==> src/rtl/mem_arbiter.sv <==
// Shares one 256-bit line-wide memory port between I-cache fills and D-cache fills/write-backs.
// One transaction at a time, registered one-cycle completion pulse, watchdog for a hung memory.
module mem_arbiter #(
  parameter int          RR_EN   = 0,
  parameter int unsigned TIMEOUT = 1024
) (
  input  logic         clk,
  input  logic         rst_n,
  input  logic [31:0]  i_addr,
  input  logic         i_read,
  output logic [255:0] i_rdata,
  output logic         i_resp,
  input  logic [31:0]  d_addr,
  input  logic         d_read,
  input  logic         d_write,
  input  logic [255:0] d_wdata,
  output logic [255:0] d_rdata,
  output logic         d_resp,
  output logic [31:0]  mem_addr,
  output logic         mem_read,
  output logic         mem_write,
  output logic [255:0] mem_wdata,
  input  logic [255:0] mem_rdata,
  input  logic         mem_resp,
  output logic         timeout_err
);

  typedef enum logic [1:0] {IDLE, BUSY_I, BUSY_D, DONE} state_t;

  localparam logic [31:0] WD_LAST   = (TIMEOUT == 0) ? 32'd0 : TIMEOUT - 1;
  localparam logic [31:0] LINE_MASK = 32'hFFFF_FFE0;

  state_t      state, state_nx;
  logic        last_d;
  logic [31:0] wdog;
  logic        d_req, grant_d, grant_i, busy, abort, finish;

  always_comb begin
    d_req    = d_read | d_write;
    grant_d  = d_req && (!i_read || (RR_EN == 0) || !last_d);
    grant_i  = i_read && !grant_d;
    busy     = (state == BUSY_I) || (state == BUSY_D);
    // mem_resp in the final watchdog cycle takes precedence over the abort
    abort    = busy && !mem_resp && (TIMEOUT != 0) && (wdog == WD_LAST);
    finish   = (busy && mem_resp) || abort;
    state_nx = state;
    unique case (state)
      IDLE: begin
        if (grant_d)      state_nx = BUSY_D;
        else if (grant_i) state_nx = BUSY_I;
      end
      BUSY_I, BUSY_D: begin
        if (finish) state_nx = DONE;
      end
      DONE:    state_nx = IDLE;
      default: state_nx = IDLE;
    endcase
  end

  always_ff @(posedge clk) begin
    if (!rst_n) state <= IDLE;
    else        state <= state_nx;
  end

  always_ff @(posedge clk) begin
    if (!rst_n) begin
      mem_addr    <= '0;
      mem_read    <= 1'b0;
      mem_write   <= 1'b0;
      mem_wdata   <= '0;
      i_rdata     <= '0;
      d_rdata     <= '0;
      i_resp      <= 1'b0;
      d_resp      <= 1'b0;
      timeout_err <= 1'b0;
      last_d      <= 1'b0;
      wdog        <= '0;
    end else begin
      i_resp <= 1'b0;
      d_resp <= 1'b0;
      unique case (state)
        IDLE: begin
          if (grant_d) begin
            // a simultaneous read+write is a protocol error and is served as a write
            mem_addr  <= d_addr & LINE_MASK;
            mem_write <= d_write;
            mem_read  <= d_read & ~d_write;
            mem_wdata <= d_wdata;
            wdog      <= '0;
          end else if (grant_i) begin
            mem_addr  <= i_addr & LINE_MASK;
            mem_write <= 1'b0;
            mem_read  <= 1'b1;
            mem_wdata <= '0;
            wdog      <= '0;
          end
        end
        BUSY_I, BUSY_D: begin
          if (finish) begin
            mem_read  <= 1'b0;
            mem_write <= 1'b0;
            if (abort) timeout_err <= 1'b1;
            if (state == BUSY_D) begin
              d_resp <= 1'b1;
              if (abort)         d_rdata <= '0;
              else if (mem_read) d_rdata <= mem_rdata;
            end else begin
              i_resp <= 1'b1;
              if (abort)         i_rdata <= '0;
              else if (mem_read) i_rdata <= mem_rdata;
            end
          end else if (TIMEOUT != 0) begin
            wdog <= wdog + 32'd1;
          end
        end
        DONE: last_d <= d_resp;
        default: ;
      endcase
    end
  end

endmodule

==> config.mk <==
export PLATFORM = sky130hd
export DESIGN_NAME = mem_arbiter
export DESIGN_NICKNAME = d
export VERILOG_FILES = /design/src/rtl/mem_arbiter.sv
export SDC_FILE = /design/constraint.sdc
export NUM_CORES = 1
export LEC_CHECK = 0
export BUFFER_PORTS_ARGS = -buffer_cell sky130_fd_sc_hd__buf_2
export CAP_MARGIN = 40
export CORE_AREA = 2 2 548 550
export DETAILED_ROUTE_END_ITERATION = 8
export DIE_AREA = 0 0 550 552
export GPL_TIMING_DRIVEN = 1
export SYNTH_ARGS = -nofsm -noshare
export SYNTH_HDL_FRONTEND = slang
export SYNTH_SLANG_ARGS = --single-unit
export TNS_END_PERCENT = 100
==> constraint.sdc <==
create_clock -name clk -period 2.7 [get_ports clk]
set_input_delay 0.54 -clock clk [delete_from_list [all_inputs] [get_ports clk]]
set_output_delay 0.54 -clock clk [all_outputs]
set_load 0.01 [all_outputs]
==> metrics <==
vias in the first global route=31657; area grow syn2layout=68.9%; IR Drop Worst-Case VDD=0.444 mV; initial antenna violation count=105; internal cell power=26.3 mW; top cells by count, synth=836 x nand2_1, 834 x dfxtp_1, 516 x o22ai_1, 269 x nor2_1, 256 x a22oi_1; outcome=finished clean; total grt overflow=0; CTS tree=built; GPL Wtd Cong=0.930; worst path cell trace=inv_1 -> ha_1 -> nand2b_1 -> nor3_1 -> nand4bb_4 -> a21boi_4 -> buf_12 -> buf_12 -> o22ai_1; All-Layer GR Usage=14.3%; layout cells sized above 1=33.7%; critical path type=register to register; Remaining DRCs=0; post-synthesis cell area=29300 um^2; Synth Warn #=0; CP max FO=34; share of the synthesized area in the top cell type=57.0%; worst hold stages=3; Starting Density=9.82%; ys flop type=dfxtp_1; flop and latch count out of synthesis=834; fin nets=5645; Syn Area/Cell=8.84 um^2; share of the yosys chip area belonging to registers=57.0%; Clock transition at path regs=0.06 ns; most frequent CP cell=buf_12; first-pass GRT wire length=294000 um; crit path DAT=3.18 ns; setup repair bufs after CTS=0; Synth async-reset ratio=0%; Fillers=33609; CP startpoint kind=register; max_cap viols=0; hold crit path type=input pin to register; Synth area leaders=dfxtp_1 57%, o22ai_1 11%, nand2_1 11%, a22oi_1 6.6%, nor2_1 3.4%; Hold Startpoint=d_wdata[255]; fin util=16.6%; P_sw=14.1 mW; worst r2r dst=d_rdata[71]; Port Buf Inserts=1371; Synth cell types=60; Pleak=21.3 nW; H-tree Lvls=3; clock skew=0.0481 ns; Skew-Pair Late Insertion Delay=0.81 ns; Pwr Density=817 nW/um^2; power share of the clock group=36.3%; switching part of the total=35.0%; Fmax=393 MHz; number of clock sinks=834; Rel. slew slack=55.4%; RSZ-0062 raised after global routing=false; Largest stage delay, worst path=0.38 ns; CTS buffer count=100; Worst-Margin Slew=0.663 ns; final period utilization=94.2%; setup_tns=0 ns; combinational share of power=27.7%; most frequent cell after synthesis=nand2_1; largest net degree at the start of global routing=134; HPWL Detailed=189000 um; min cycle time layout=2.54 ns; Post-Syn Instances=3312; Die Width=550 um; Core ar.=298000 um^2; endpoints failing setup=0; Rows=201; via count=33686; Worst Hold Endpoint=mem_wdata[255]; FF-to-FF setup slack=0.16 ns; routed length per placed instance=25.2 um; CP Capture Type=register; critical path's slowest cell=dfxtp_1; root buf cell=clkbuf_16; DRT Pass-1 Iters=8; clock buffer depth=4; die span in y=552 um; Fin. Hold Viols=0; max-slew violations=0; R2R cell count=9; number of synthesized flops with an enable pin=0; die area=304000 um^2; I/O pin count=1387; DR vias/cell=3.69; critical path required time=3.34 ns; Antenna Violating Nets Remaining=0; worst r2r src=state[1]; Routed WL=230000 um; Yosys top cell by area=dfxtp_1; register share of total power=36.0%; DR iter-0 viols=3077
-- worst max-delay path by stage --
stage                         from     endpoint  slack (ns)  depth (start not counted)
after detailed placement  state[1]  d_rdata[65]        0.18                          9
after CTS                 state[1]      wdog[7]        0.15                          8
final                     state[1]  d_rdata[71]        0.16                          9
after global routing      state[1]  d_rdata[63]        0.06                          9
after floorplan           state[1]     wdog[11]        0.46                          9
after global placement      d_read     wdog[19]        0.21                          7
-- area by class of cell --
class	instances	area, um^2	area share, %
repair buffers	1969	12900	26.0
clock buffers	131	2810	5.68
clock inverters	44	683	1.38
flip-flops and latches	834	16700	33.7
multi-input cells	2145	11300	22.8
inverters	8	37.5	0.0759
well taps	3958	4950	10.0
diodes	51	128	0.258
-- placed cells by master, fill, tap and decap left out, types with 5 or more instances in the layout --
master / instances
dfxtp_1: 834
nand4_1: 16
ha_1: 5
nand3_1: 38
dlygate4sd3_1: 425
and3_1: 8
or3_1: 5
buf_12: 37
o211a_1: 29
nand4b_1: 5
bufinv_16: 14
or4_1: 6
conb_1: 5
a22oi_1: 256
nand2_1: 835
o311ai_0: 8
clkinv_2: 15
buf_2: 1370
nor3_1: 8
clkinvlp_4: 5
buf_4: 136
o221a_1: 5
a31oi_1: 5
o21ai_0: 40
inv_1: 7
diode_2: 51
nor2_1: 268
nor4_1: 12
clkbuf_8: 19
o22ai_1: 516
clkbuf_16: 100
a21oi_1: 8
clkbuf_1: 12
-- metal layers --
metal | global-route usage, % | up-vias | share of wire, %
met2 | 21.0 | 1923 | 41
li1 | - | 15307 | -
met5 | 0 | - | 0.16
met3 | 7.32 | 382 | 13
met4 | 5.24 | 52 | 4.2
met1 | 17.6 | 16022 | 41
-- power groups by stage --
stage                     sequential, mW  combinational, mW  clock, mW
final                               14.6               11.2       14.7
after global placement              14.7               10.5          0
after CTS                           14.5               11.2       15.1
after floorplan                     15.2               4.24          0
after detailed placement            14.7               10.5          0
after global routing                14.7               12.0       15.5
-- sequential cells by signal, indices dropped and copies added, names as in the netlist --
register and cells:
d_rdata 256, d_resp 1, i_rdata 256, i_resp 1, mem_addr 27, mem_read 1
mem_wdata 256, mem_write 1, state 2, timeout_err 1, wdog 32
-- what timing repair did --
item                                    in CTS  in global routing
hold buffers                               425                  0
resized for setup                            0                  1
hold endpoints to repair                   580                  0
endpoints found under the setup margin       0                  1
-- per-stage QoR --
step	instances	hold slack [ns]	setup WS [ns]	power (mW)	area [um^2]
6_report	9140	0.0693	0.157	40.4	49500
5_1_grt	9114	0.0288	0.0613	42.1	49400
4_1_cts	9089	0.000155	0.150	40.8	49400
3_5_place_dp	8489	0.444	0.181	25.3	41600
3_3_place_gp	8489	0.439	0.205	25.2	41600
2_1_floorplan	3316	0.438	0.461	19.4	29300
-- worst max-delay path: cells and delay by family, from the launching register on --
kind	cells	cell delay, ns
AO/OA/AOI/OAI	2	0.32
adder cells (fa/ha/maj)	1	0.31
buffers and inverters	3	0.55
flip-flops	1	0.38
AND/OR/NAND/NOR	3	0.60
-- kinds of logic after synthesis --
kind of cell | share of synthesized area (%)
buffers and inverters | 4.75
and+or+nand+nor | 17.0
adders and majority gates | 0.214
AOI/OAI and AO/OA | 21.0
DFF | 57.0
other | 0.0128
muxes | 0.0683
Power figures use the tool's default switching activity.
